--- src/rtl/cpu86_icache_dispatch_if.sv ---
// Bus bundle for the icache dispatcher: fetch-address/tag join inputs,
// per-port lookup request outputs and per-port response credit strobes.
interface cpu86_icache_dispatch_if #(
    parameter int S_QTY       = 4,
    parameter int ADDR_WIDTH  = 20,
    parameter int TUSER_WIDTH = 4
);
    logic                           s_axis_req_tvalid;
    logic                           s_axis_req_tready;
    logic [ADDR_WIDTH-1:0]          s_axis_req_tdata;
    logic                           s_axis_tag_tvalid;
    logic                           s_axis_tag_tready;
    logic [TUSER_WIDTH-1:0]         s_axis_tag_tdata;
    logic [S_QTY-1:0]               m_axis_port_tvalid;
    logic [S_QTY-1:0]               m_axis_port_tready;
    logic [S_QTY*ADDR_WIDTH-1:0]    m_axis_port_tdata;
    logic [S_QTY*TUSER_WIDTH-1:0]   m_axis_port_tuser;
    logic [S_QTY-1:0]               s_axis_resp_tvalid;

    // master: the dispatcher itself; slave: prefetcher, ROB and lookup ports around it
    modport master (
        input  s_axis_req_tvalid, s_axis_req_tdata,
        input  s_axis_tag_tvalid, s_axis_tag_tdata,
        input  m_axis_port_tready, s_axis_resp_tvalid,
        output s_axis_req_tready, s_axis_tag_tready,
        output m_axis_port_tvalid, m_axis_port_tdata, m_axis_port_tuser
    );

    modport slave (
        output s_axis_req_tvalid, s_axis_req_tdata,
        output s_axis_tag_tvalid, s_axis_tag_tdata,
        output m_axis_port_tready, s_axis_resp_tvalid,
        input  s_axis_req_tready, s_axis_tag_tready,
        input  m_axis_port_tvalid, m_axis_port_tdata, m_axis_port_tuser
    );
endinterface

--- src/rtl/cpu86_icache_dispatch.sv ---
// Joins fetch addresses with ROB tags and dispatches each pair to a lookup
// port chosen round-robin among ports that still have outstanding credit.
module cpu86_icache_dispatch #(
    parameter int S_QTY           = 4,
    parameter int ADDR_WIDTH      = 20,
    parameter int TUSER_WIDTH     = 4,
    parameter int MAX_OUTSTANDING = 4,
    parameter int CNT_WIDTH       = 3
) (
    input  logic                    clk,
    input  logic                    reset,
    cpu86_icache_dispatch_if.master bus,
    output logic                    busy,
    output logic                    err_underflow
);
    localparam int SEL_W = (S_QTY > 1) ? $clog2(S_QTY) : 1;
    localparam logic [CNT_WIDTH-1:0] MAX_CNT   = CNT_WIDTH'(MAX_OUTSTANDING);
    localparam logic [SEL_W-1:0]     LAST_PORT = SEL_W'(S_QTY - 1);

    logic                   hold_valid_reg;
    logic                   hold_valid_next;
    logic [ADDR_WIDTH-1:0]  addr_reg;
    logic [TUSER_WIDTH-1:0] tag_reg;
    logic [SEL_W-1:0]       sel_reg;
    logic [SEL_W-1:0]       sel_next;
    logic [SEL_W-1:0]       rr_ptr_reg;
    logic [SEL_W-1:0]       rr_ptr_next;
    logic                   err_underflow_reg;

    logic [S_QTY-1:0]       avail;
    logic [S_QTY-1:0]       cnt_nz;
    logic [S_QTY-1:0]       underflow;
    logic                   any_avail;
    logic                   accept;
    logic                   load_en;
    logic                   load;

    // Rotating first-fit search starting at rr_ptr; sum stays below 2*S_QTY.
    always_comb begin : rr_search
        logic             found;
        logic [SEL_W:0]   sum;
        sel_next = '0;
        found    = 1'b0;
        sum      = '0;
        for (int k = 0; k < S_QTY; k++) begin
            sum = {1'b0, rr_ptr_reg} + (SEL_W+1)'(k);
            if (sum >= (SEL_W+1)'(S_QTY)) begin
                sum = sum - (SEL_W+1)'(S_QTY);
            end
            if (!found && avail[sum[SEL_W-1:0]]) begin
                sel_next = sum[SEL_W-1:0];
                found    = 1'b1;
            end
        end
    end

    assign rr_ptr_next = (sel_next == LAST_PORT) ? '0 : sel_next + SEL_W'(1);
    assign any_avail   = |avail;
    assign accept      = hold_valid_reg & bus.m_axis_port_tready[sel_reg];
    assign load_en     = (~hold_valid_reg | accept) & any_avail;

    // Both streams are consumed together or not at all.
    assign bus.s_axis_req_tready = load_en & bus.s_axis_tag_tvalid;
    assign bus.s_axis_tag_tready = load_en & bus.s_axis_req_tvalid;
    assign load = load_en & bus.s_axis_req_tvalid & bus.s_axis_tag_tvalid;

    always_comb begin
        hold_valid_next = hold_valid_reg;
        if (load) begin
            hold_valid_next = 1'b1;
        end else if (accept) begin
            hold_valid_next = 1'b0;
        end
    end

    always_ff @(posedge clk or posedge reset) begin
        if (reset) begin
            hold_valid_reg    <= 1'b0;
            rr_ptr_reg        <= '0;
            err_underflow_reg <= 1'b0;
        end else begin
            hold_valid_reg <= hold_valid_next;
            if (load) begin
                rr_ptr_reg <= rr_ptr_next;
            end
            if (|underflow) begin
                err_underflow_reg <= 1'b1;
            end
        end
    end

    // Payload registers need no reset: they are only observed while hold_valid is set.
    always_ff @(posedge clk) begin
        if (load) begin
            addr_reg <= bus.s_axis_req_tdata;
            tag_reg  <= bus.s_axis_tag_tdata;
            sel_reg  <= sel_next;
        end
    end

    // Per-port credit counters: reserved at load, returned by the response strobe.
    generate
        for (genvar gi = 0; gi < S_QTY; gi++) begin : g_port
            logic [CNT_WIDTH-1:0] cnt_reg;
            logic                 inc;
            logic                 dec;

            assign inc           = load && (sel_next == SEL_W'(gi));
            assign dec           = bus.s_axis_resp_tvalid[gi];
            assign underflow[gi] = dec && !inc && (cnt_reg == '0);
            assign avail[gi]     = (cnt_reg < MAX_CNT);
            assign cnt_nz[gi]    = |cnt_reg;

            always_ff @(posedge clk or posedge reset) begin
                if (reset) begin
                    cnt_reg <= '0;
                end else if (inc && !dec) begin
                    cnt_reg <= cnt_reg + CNT_WIDTH'(1);
                end else if (dec && !inc && (cnt_reg != '0)) begin
                    cnt_reg <= cnt_reg - CNT_WIDTH'(1);
                end
            end

            assign bus.m_axis_port_tvalid[gi] = hold_valid_reg && (sel_reg == SEL_W'(gi));
            assign bus.m_axis_port_tdata[gi*ADDR_WIDTH +: ADDR_WIDTH]   = addr_reg;
            assign bus.m_axis_port_tuser[gi*TUSER_WIDTH +: TUSER_WIDTH] = tag_reg;
        end
    endgenerate

    assign busy          = hold_valid_reg | (|cnt_nz);
    assign err_underflow = err_underflow_reg;

endmodule

--- src/flat_wrapper.sv ---
// flat-port wrapper written by rule: the top's interface ports become plain ports
module cpu86_icache_dispatch_flat 
#(
    parameter int S_QTY           = 4,
    parameter int ADDR_WIDTH      = 20,
    parameter int TUSER_WIDTH     = 4,
    parameter int MAX_OUTSTANDING = 4,
    parameter int CNT_WIDTH       = 3
)
  (clk, reset, busy, err_underflow, bus_s_axis_req_tvalid, bus_s_axis_req_tdata, bus_s_axis_tag_tvalid, bus_s_axis_tag_tdata, bus_m_axis_port_tready, bus_s_axis_resp_tvalid, bus_s_axis_req_tready, bus_s_axis_tag_tready, bus_m_axis_port_tvalid, bus_m_axis_port_tdata, bus_m_axis_port_tuser);
  cpu86_icache_dispatch_if #(.S_QTY(S_QTY), .ADDR_WIDTH(ADDR_WIDTH), .TUSER_WIDTH(TUSER_WIDTH)) bus_i ();
  input  logic clk;
  input  logic reset;
  output logic busy;
  output logic err_underflow;
  input wire logic [$bits(bus_i.s_axis_req_tvalid)-1:0] bus_s_axis_req_tvalid;
  input wire logic [$bits(bus_i.s_axis_req_tdata)-1:0] bus_s_axis_req_tdata;
  input wire logic [$bits(bus_i.s_axis_tag_tvalid)-1:0] bus_s_axis_tag_tvalid;
  input wire logic [$bits(bus_i.s_axis_tag_tdata)-1:0] bus_s_axis_tag_tdata;
  input wire logic [$bits(bus_i.m_axis_port_tready)-1:0] bus_m_axis_port_tready;
  input wire logic [$bits(bus_i.s_axis_resp_tvalid)-1:0] bus_s_axis_resp_tvalid;
  output wire logic [$bits(bus_i.s_axis_req_tready)-1:0] bus_s_axis_req_tready;
  output wire logic [$bits(bus_i.s_axis_tag_tready)-1:0] bus_s_axis_tag_tready;
  output wire logic [$bits(bus_i.m_axis_port_tvalid)-1:0] bus_m_axis_port_tvalid;
  output wire logic [$bits(bus_i.m_axis_port_tdata)-1:0] bus_m_axis_port_tdata;
  output wire logic [$bits(bus_i.m_axis_port_tuser)-1:0] bus_m_axis_port_tuser;
  assign bus_i.s_axis_req_tvalid = bus_s_axis_req_tvalid;
  assign bus_i.s_axis_req_tdata = bus_s_axis_req_tdata;
  assign bus_i.s_axis_tag_tvalid = bus_s_axis_tag_tvalid;
  assign bus_i.s_axis_tag_tdata = bus_s_axis_tag_tdata;
  assign bus_i.m_axis_port_tready = bus_m_axis_port_tready;
  assign bus_i.s_axis_resp_tvalid = bus_s_axis_resp_tvalid;
  assign bus_s_axis_req_tready = bus_i.s_axis_req_tready;
  assign bus_s_axis_tag_tready = bus_i.s_axis_tag_tready;
  assign bus_m_axis_port_tvalid = bus_i.m_axis_port_tvalid;
  assign bus_m_axis_port_tdata = bus_i.m_axis_port_tdata;
  assign bus_m_axis_port_tuser = bus_i.m_axis_port_tuser;
  cpu86_icache_dispatch #(.S_QTY(S_QTY), .ADDR_WIDTH(ADDR_WIDTH), .TUSER_WIDTH(TUSER_WIDTH), .MAX_OUTSTANDING(MAX_OUTSTANDING), .CNT_WIDTH(CNT_WIDTH)) u_core (.clk(clk), .reset(reset), .bus(bus_i), .busy(busy), .err_underflow(err_underflow));
endmodule
--- config.mk ---
export PLATFORM = sky130hd
export DESIGN_NAME = cpu86_icache_dispatch_flat
export DESIGN_NICKNAME = d
export VERILOG_FILES = /design/src/rtl/cpu86_icache_dispatch_if.sv /design/src/rtl/cpu86_icache_dispatch.sv /design/src/flat_wrapper.sv
export SDC_FILE = /design/constraint.sdc
export NUM_CORES = 1
export LEC_CHECK = 0
export ABC_CLOCK_PERIOD_IN_PS = 3500
export CORE_ASPECT_RATIO = 1.1
export CORE_MARGIN = 4
export CORE_UTILIZATION = 40
export DETAILED_ROUTE_END_ITERATION = 7
export PLACE_DENSITY_LB_ADDON = 0.12
export SYNTH_ARGS = -nofsm -noshare
export SYNTH_HDL_FRONTEND = slang
export SYNTH_SLANG_ARGS = --single-unit
--- constraint.sdc ---
create_clock -name clk -period 3.5 [get_ports clk]
set_input_delay 1.05 -clock clk [delete_from_list [all_inputs] [get_ports clk]]
set_output_delay 1.05 -clock clk [all_outputs]
set_load 0.02 [all_outputs]
---- Word level (Yosys, flattened, before mapping) ----
Cells that the tools add are included.
cells by class
  add/subtract/negate cells ............... 16
  order comparisons ....................... 13
  eq/ne operators ......................... 6
  mux-type cells .......................... 32
  bitwise operators ....................... 8
  reduce and logical (&&, ||, !) cells .... 56
operator list
  operator                                                            count
  logical AND 1 bit                                                   27
  2-to-1 mux 3 bit                                                    8
  2-to-1 mux 2 bit                                                    9
  < comparator 2 x 3 -> 1 bit (second input constant)                 5
  adder 3 x 1 -> 3 bit (second input constant)                        4
  logical NOT 3 bit                                                   4
  < comparator 3 bit (second input constant)                          4
  nonzero test 3 bit                                                  4
  OR reduction 12 bit                                                 1
  subtractor 3 x 1 -> 3 bit (second input constant)                   4
  logical NOT 1 bit                                                   11
  binary-select mux 1 bit (select 2 bit)                              5
  2-to-1 mux 1 bit                                                    10
  nonzero test 2 bit                                                  5
  greater-or-equal comparator 3 bit (second input constant)           3
  == test 2 bit (second input constant)                               4
  OR reduction 4 bit                                                  2
  subtractor 2 x 1 -> 2 bit (second input constant)                   4
  adder 2 x 2 -> 3 bit (second input constant)                        2
  AND 1 bit                                                           5
  == test 2 x 1 -> 1 bit (second input constant)                      2
  logical NOT 2 bit                                                   2
  adder 2 x 1 -> 3 bit (second input constant)                        1
  greater-or-equal comparator 2 x 3 -> 1 bit (second input constant)  1
  3 further kinds                                                     4
word-level totals
  flip-flop bits (word level) ............. 42
  input bits .............................. 36
  output and inout bits ................... 104

---- Depth between registers and ports, before layout ----
Gate-level depths: netlist of the first run.
  word-level depth ........................ 21
  gate-level depth with buffers ........... 14

---- Least setup slack after synthesis of the first run ----
OpenSTA, ideal clock, no wires.
  path type ............................... input -> output
  from .................................... input port bus_m_axis_port_tready[2]
  to ...................................... output port bus_s_axis_tag_tready
  arrival ................................. 1.800 ns
  required time ........................... 2.450 ns
  slack ................................... 0.650 ns
  cell stages on the path ................. 3
  buffers on the path ..................... 0
  cell sequence ........................... mux2_2 -> o22a_2 -> and3_1
between the ends
  cells in the longest elaborated chain, start to end .. 6
ends and longest elaborated chain
  element                                 line                         RTL
  from (decl)                             flat_wrapper.sv:20           input wire logic [$bits(bus_i.m_axis_port_tready)-1:0] bus_m_axis_port_tready;
  binary-select mux 1 bit (select 2 bit)  cpu86_icache_dispatch.sv:59  assign accept = hold_valid_reg & bus.m_axis_port_tready[sel_reg];
  2-to-1 mux 1 bit (not written as such)  cpu86_icache_dispatch.sv:59
  AND 1 bit                               cpu86_icache_dispatch.sv:59
  bitwise OR 1 bit                        cpu86_icache_dispatch.sv:60  assign load_en = (~hold_valid_reg | accept) & any_avail;
  AND 1 bit                               cpu86_icache_dispatch.sv:60
  AND 1 bit                               cpu86_icache_dispatch.sv:64  assign bus.s_axis_tag_tready = load_en & bus.s_axis_req_tvalid;
  to (decl)                               flat_wrapper.sv:23           output wire logic [$bits(bus_i.s_axis_tag_tready)-1:0] bus_s_axis_tag_tready;
No other way between the ends. The select of a mux whose other input is x is not followed.

---- Worst setup path after layout of the first run ----
Ends and elaborated chain as after synthesis.

==> metrics.md, run 1 <==
| Metric | Value |
|---|---|
| First-pass GRT wire length | `9998 um` |
| Vias in the first global route | `1904` |
| Synth area leaders | `edfxtp_1 (29%), buf_4 (20%), dfrtp_1 (15%), fa_1 (3.0%), nor2_1 (2.7%)` |
| Crit. End Element | `primary output` |
| Layout cell share with drive strength beyond 1 | `0.09063` |
| Die Area | `7989 um^2` |
| Die H | `93.35 um` |
| Register area share after synthesis | `0.4459` |
| Chip width | `85.59 um` |
| Syn_area_per_cell | `10.51 um^2` |
| Ys Warns | `0` |
| Final Hold Viols | `0` |
| First-pass DRT Iterations | `4` |
| Status | `finished clean` |
| Mapped Cells | `252` |
| Final Wtd Congestion | `0.7864` |
| Area Growth Syn to Fin | `41.19%` |
| CP Max Fanout | `2` |
| Fin crit share | `0.9627` |
| Worst Max-Slew Pin Slew | `654.1 ps` |
| Antenna diode count | `0` |
| HPWL Detailed | `5223 um` |
| DRT antenna net count | `0` |
| CTS Buf Count | `5` |
| Post-synth ARST share | `0.3810` |
| Setup Skew | `6.256 ps` |
| Met3 WL | `634 um` |
| Port bufs | `139` |
| I/O pin count | `140` |
| Worst skew pair latency | `290 ps` |
| Core area | `6306 um^2` |
| PwrDens | `610.0 nW/um^2` |
| Vias/cell | `4.820` |
| CTS H-tree depth | `2` |
| Initial DRC Count | `67` |
| GRT Overall Usage | `0.1581` |
| Avg WL per Cell | `15.66 um` |
| Max reg flops | `20` |
| Clk slew on worst S/H paths | `80 ps` |
| Max-Cap Viols | `0` |
| TritonCTS clock tree | `built` |
| Mapped Area | `2649 um^2` |
| Final TNS setup | `0 ps` |
| Starting density of the core | `0.4200` |
| Top achievable clock speed | `296.8 MHz` |
| Met2 WL | `3384 um` |
| CP Launch Type | `primary input` |
| Critical Path AT | `2320 ps` |
| Hold Path Origin | `u_core.err_underflow` |
| Drt drc | `0` |
| Worst R2R Start | `u_core.g_port[1].cnt_reg[2]` |
| Slowest CP cell | `clkdlybuf4s50_1` |
| CTS max path bufs | `2` |
| Buffers & Inverters on Critical Path | `2` |
| Top sig layer | `met4` |
| Setup bufs post-CTS | `0` |
| Placed instance area | `3665 um^2` |
| Fin. max-slew vios | `0` |
| Crit Path Class | `primary input to primary output` |
| EDFF count, synth | `26` |
| Fin crit period | `3370 ps` |
| Worst path required time | `2450 ps` |
| Final core utilization | `0.5931` |
| Netlist cell types | `43` |
| Initial antenna violation count | `0` |
| Largest net degree at the start of global routing | `17` |
| Clk sink count | `42` |
| Via count | `1981` |
| Total grt overflow | `0` |
| Core Rows | `30` |
| Critical-path cell list | `clkdlybuf4s50_1 -> mux2_2 -> o22a_2 -> and3_1 -> buf_2` |
| Syn nets | `296` |
| Nets | `374` |
| FF+latch count, synth | `42` |
| M1 WL | `2388 um` |
| Slew headroom | `0.5635` |
| Worst IR drop on VDD | `0.0003662 V` |
| Synth top area share | `0.2948` |
| Prevailing post-synth register cell | `edfxtp_1` |
| Hold slack | `510.3 ps` |
| RSZ-0062 raised after global routing | `false` |
| Synth area leader | `edfxtp_1` |
| WL final | `6438 um` |
| Worst Hold Class | `flop to flop` |
| Leakage Power | `1.429 nW` |
| Clock root cell | `clkbuf_8` |
| Setup violators final | `0` |
| Design Area, Final | `3740 um^2` |
| Slowest stage delay, CP | `400 ps` |
| Crit-path leading delay family | `buffers and inverters` |
| Crit path launch | `bus_m_axis_port_tready[2]` |
-- routing by layer --
metal	up-vias	global-route usage
li1	963	-
met1	920	0.1844
met2	96	0.2876
met3	2	0.03965
met4	0	0.03958
met5	-	0
-- area by class of cell --
class | instances | area [um^2]
Clock buffer | 5 | 68.82
Inverter | 10 | 37.54
Tap cell | 80 | 100.1
Fill cell | 528 | 2566
Multi-Input combinational cell | 120 | 852.1
Sequential cell | 42 | 1181
Clock inverter | 3 | 16.27
Timing Repair Buffer | 151 | 1484
-- cell families (layout without fill, tap and decap cells) --
| group | after synthesis | in the layout | share of synthesized area |
|---|---|---|---|
| buf+inv | 90 | 169 | 0.2324 |
| simple gates | 61 | 61 | 0.1153 |
| flops | 42 | 42 | 0.4459 |
| compound gates | 37 | 37 | 0.1039 |
| mux | 11 | 11 | 0.04346 |
| fa+ha+maj | 8 | 8 | 0.04913 |
| xor+xnor | 3 | 3 | 0.009922 |
-- stage by stage --
step | instances | power [mW] | setup slack (ps)
after floorplan | 252 | 1.637 | 649.6
after global placement | 403 | 1.967 | -229.8
after detailed placement | 403 | 1.991 | -254.0
after CTS | 411 | 2.306 | 20.93
after global routing | 411 | 2.470 | 65.88
final | 411 | 2.281 | 130.4
-- Yosys cell counts, types with 4 or more instances --
cell type  count
nand4_1        5
clkbuf_1       7
nor2b_1        4
a21oi_1        4
edfxtp_1      26
nor3_1         5
mux2_2         4
fa_1           4
o211ai_1       4
nand2_1       12
inv_1         10
mux2i_1        7
ha_1           4
buf_4         72
o21ai_0        7
dfrtp_1       16
nor2_1        19
-- where the power goes --
part / total [mW] / switching [mW] / internal, mW / leakage, nW
Sequential: 0.865 / 0.195 / 0.670 / 0.428
Clock: 0.304 / 0.168 / 0.137 / 0.0416
Combinational: 1.11 / 0.566 / 0.547 / 0.959
Total: 2.28 / 0.928 / 1.35 / 1.43
-- worst reg2reg max path: stages, from the launching register on --
cell	delay, ps
dfrtp_1	540
nand3b_1	110
a32oi_1	370
ha_1	240
nand4_1	150
or3_2	490
fa_1	430
o21bai_1	170
o22a_1	180
o22ai_1	130
-- path summary, 6_finish.rpt --
path / endpoint / slack [ps] / cells past startpoint
worst max-delay path: bus_s_axis_tag_tready / 130 / 5
worst min-delay path: u_core.err_underflow / 510 / 2
worst max register to register: u_core.g_port[2].cnt_reg[2] / 620 / 9
worst min register to register: u_core.err_underflow / 510 / 2
max in group asynchronous: u_core.g_port[1].cnt_reg[2] / 1940 / 2
min in group asynchronous: u_core.g_port[0].cnt_reg[1] / 1140 / 2
-- cell usage in the layout, fill, tap and decap left out, drive strengths merged, types with 3 or more instances in the layout --
cell / count
clkdlybuf4s50: 137
edfxtp: 26
nor2: 19
dfrtp: 16
buf: 14
nand2: 12
inv: 10
o21ai: 7
mux2i: 7
nand4: 5
nor3: 5
clkbuf: 5
mux2: 4
a21oi: 4
nor2b: 4
o211ai: 4
fa: 4
ha: 4
nand3: 3
a22o: 3
o21a: 3
a221oi: 3
xnor2: 3
a22oi: 3
-- timing repair --
item | in CTS | in global routing
setup endpoints to repair | 2 | 2
hold buffers | 0 | 0
pin swaps | 0 | 0
gates resized for setup | 6 | 2
No activity file was read; power rests on OpenSTA's default activity.
==> inputs of run 2 (changes only) <==
CELL_PAD_IN_SITES_DETAIL_PLACEMENT = 1   (was not set)
CELL_PAD_IN_SITES_GLOBAL_PLACEMENT = 2   (was not set)
CORE_MARGIN = 2   (was 4)
CORE_UTILIZATION = 23   (was 40)
==> run 2 against run 1 <==
Against the previous run:
- utilization is 25 points lower
- register-to-register slack improved by 20 ps
- clock power increased by 100%
- sequential cell count unchanged
- setup slack worse by 12 ps
- routed wire length rose by 14%
- fmax fell by 0.34%
- critical path type unchanged
- critical endpoint unchanged
==> metrics.md, run 2 (same netlist as run 1, synthesis figures left out) <==
| Metric | Value |
|---|---|
| GR peak layer | `met2 (unchanged)` |
| Nets | `373 (was 374)` |
| First-pass DRT Iterations | `4 (unchanged)` |
| Chip width | `106.3 um (was 85.59 um)` |
| Avg WL per Cell | `15.32 um (was 15.66 um)` |
| Area occupied by multi-input gates | `852.1 um^2 (unchanged)` |
| FF-to-FF setup slack | `640 ps (was 620 ps)` |
| Clock root cell | `clkbuf_16 (was clkbuf_8)` |
| Slowest CP cell | `clkdlybuf4s50_1 (unchanged)` |
| CTS Buf Count | `5 (unchanged)` |
| First-pass GRT wire length | `11330 um (was 9998 um)` |
| Via count | `2021 (was 1981)` |
| Number of fill cells in the layout | `1253 (was 528)` |
| Grt met3 use | `0.03516 (was 0.03965)` |
| Slowest stage delay, CP | `410 ps (was 400 ps)` |
| Final Wtd Congestion | `0.7154 (was 0.7864)` |
| Worst R2R Start | `u_core.g_port[3].cnt_reg[2] (was u_core.g_port[1].cnt_reg[2])` |
| CP Launch Type | `primary input (unchanged)` |
| Power, Total | `2.606 mW (was 2.281 mW)` |
| Setup bufs post-CTS | `0 (unchanged)` |
| Met1 usage | `0.1493 (was 0.1844)` |
| Largest net degree at the start of global routing | `25 (was 17)` |
| TritonCTS clock tree | `built (unchanged)` |
| Worst path required time | `2450 ps (about the same)` |
| Register Area | `1181 um^2 (unchanged)` |
| CTS max path bufs | `2 (unchanged)` |
| Top achievable clock speed | `295.8 MHz (was 296.8 MHz)` |
| Core Rows | `41 (was 30)` |
| Vias/cell | `4.210 (was 4.820)` |
| Reg2Reg Depth | `9 (unchanged)` |
| Drt drc | `0 (unchanged)` |
| Crit-path leading delay family | `buffers and inverters (unchanged)` |
| CP Max Fanout | `4 (was 2)` |
| Initial DRC Count | `54 (was 67)` |
| Worst setup endpoint | `bus_s_axis_tag_tready (unchanged)` |
| Starting density of the core | `0.2336 (was 0.4200)` |
| Commonest non-fill, non-tap cells in the layout | `clkdlybuf4s50_1 (137), edfxtp_1 (26), nor2_1 (19) (unchanged)` |
| Worst r2r dst | `u_core.g_port[2].cnt_reg[2] (unchanged)` |
| Status | `finished clean (unchanged)` |
| Critical Path AT | `2330 ps (was 2320 ps)` |
| I/O pin count | `140 (unchanged)` |
| Antenna diode count | `0 (unchanged)` |
| Clk slew on worst S/H paths | `60 ps (was 80 ps)` |
| CTS Hold Bufs | `0 (unchanged)` |
| Worst skew pair latency | `290 ps (about the same)` |
| Core area | `11340 um^2 (was 6306 um^2)` |
| Die Area | `12390 um^2 (was 7989 um^2)` |
| Leakage Power | `1.474 nW (was 1.429 nW)` |
| Port bufs | `139 (unchanged)` |
| Final Hold Viols | `0 (unchanged)` |
| Commonest non-fill, non-tap cell in the layout | `clkdlybuf4s50_1 (unchanged)` |
| Buffers & Inverters on Critical Path | `2 (unchanged)` |
| Clk sink count | `42 (unchanged)` |
| DRT antenna net count | `0 (unchanged)` |
| Max-Cap Viols | `0 (unchanged)` |
| GR Layer Usage met2 | `0.1906 (was 0.2876)` |
| RSZ-0062 raised after global routing | `false (unchanged)` |
| Crit path launch | `bus_m_axis_port_tready[0] (was bus_m_axis_port_tready[2])` |
| Layout cell share with drive strength beyond 1 | `0.08788 (was 0.09063)` |
| GRT Overall Usage | `0.1176 (was 0.1581)` |
| Worst IR drop on VDD | `0.0002420 V (was 0.0003662 V)` |
| Vias in the first global route | `1992 (was 1904)` |
| Setup violators final | `0 (unchanged)` |
| Final Non-Filler Cells | `480 (was 411)` |
| Total grt overflow | `0 (unchanged)` |
| Max reg flops | `20 (unchanged)` |
| HPWL Detailed | `5868 um (was 5223 um)` |
| Dpl cells | `472 (was 403)` |
| Area Growth Syn to Fin | `48.13% (was 41.19%)` |
| Crit. End Element | `primary output (unchanged)` |
| Initial antenna violation count | `0 (unchanged)` |
| Fin crit period | `3381 ps (was 3370 ps)` |
| Slew headroom | `0.5222 (was 0.5635)` |
| PwrDens | `664.2 nW/um^2 (was 610.0 nW/um^2)` |
| Critical-path cell list | `clkdlybuf4s50_1 -> mux2_2 -> o22a_2 -> and3_1 -> buf_2 (unchanged)` |
| Fin crit share | `0.9661 (was 0.9627)` |
| Critical path depth in cells | `5 (unchanged)` |
| Die H | `116.6 um (was 93.35 um)` |
| Crit Path Class | `primary input to primary output (unchanged)` |
| WL final | `7352 um (was 6438 um)` |
| Setup Skew | `4.461 ps (was 6.256 ps)` |
| Fin. max-slew vios | `0 (unchanged)` |
| Worst Hold Class | `flop to flop (unchanged)` |
| CTS H-tree depth | `2 (unchanged)` |
| Worst Max-Slew Pin Slew | `715.9 ps (was 654.1 ps)` |
| Final TNS setup | `0 ps (unchanged)` |
## run 2: cell count changes in the layout (fill, tap and decap cells not counted)
cell / delta
buf_2: -1
bufinv_16: +2
clkinv_2: -1
buf_4: -1
clkbuf_2: +1
clkinvlp_4: -1
clkbuf_16: +5
clkbuf_8: -5
## run 2: what timing repair did
item                                    4_1_cts  5_1_grt
endpoints found under the setup margin        2        1
resized for setup                             6        1
cloned                                        0        0
pin swaps                                     0        0
endpoints found under the hold margin         0        0
## run 2: final cells by class
| class | count | area share |
|---|---|---|
| Clock buffer | 5 | 0.03189 |
| Clock inverter | 3 | 0.01626 |
| Sequential cell | 42 | 0.3010 |
| Inverter | 10 | 0.009566 |
| Tap cell | 150 | 0.04783 |
| Multi-Input combinational cell | 120 | 0.2172 |
| Timing Repair Buffer | 150 | 0.3763 |
## run 2: worst min path at each step
stage	to	slack (ps)	cells after the start	from
2_1_floorplan	u_core.g_port[2].cnt_reg[2]	520	1	u_core.g_port[2].cnt_reg[2]
3_3_place_gp	u_core.err_underflow	510	2	u_core.err_underflow
3_5_place_dp	u_core.err_underflow	500	2	u_core.err_underflow
4_1_cts	u_core.err_underflow	530	2	u_core.err_underflow
5_1_grt	u_core.err_underflow	580	2	u_core.err_underflow
6_report	u_core.err_underflow	520	2	u_core.err_underflow
## run 2: per-layer routing
metal	wire length (um)	part of all wire	vias up
li1	-	-	963
met1	3260	0.44	954
met2	3334	0.45	97
met3	652	0.089	7
met4	104	0.014	0
met5	0	0	-
## run 2: worst reg2reg max path: stages (launching register included)
cell and delay, ps:
dfrtp_1 530, a21oi_1 110, o211ai_1 350, ha_1 210, nand4_1 180, or3_2 500, fa_1 430, o21bai_1 180
o22a_1 180, o22ai_1 120
## run 2: power breakdown
part / switching, mW / leakage, nW / total [mW] / internal [mW]
registers: 0.205 / 0.428 / 0.876 / 0.671
logic: 0.570 / 0.955 / 1.12 / 0.551
clock network: 0.202 / 0.0915 / 0.609 / 0.407
total: 0.978 / 1.47 / 2.61 / 1.63
## run 2: per-stage QoR
step | util | area [um^2] | worst slack (ps) | hold slack (ps)
after floorplan | - | 2649 | 649.6 | 520.0
after global placement | 0.3303 | 3745 | -259.7 | 509.0
after detailed placement | 0.3303 | 3745 | -285.9 | 497.8
after CTS | 0.3465 | 3929 | 0.6088 | 530.6
after global routing | 0.3461 | 3924 | 69.39 | 580.9
final | 0.3461 | 3924 | 118.8 | 518.8
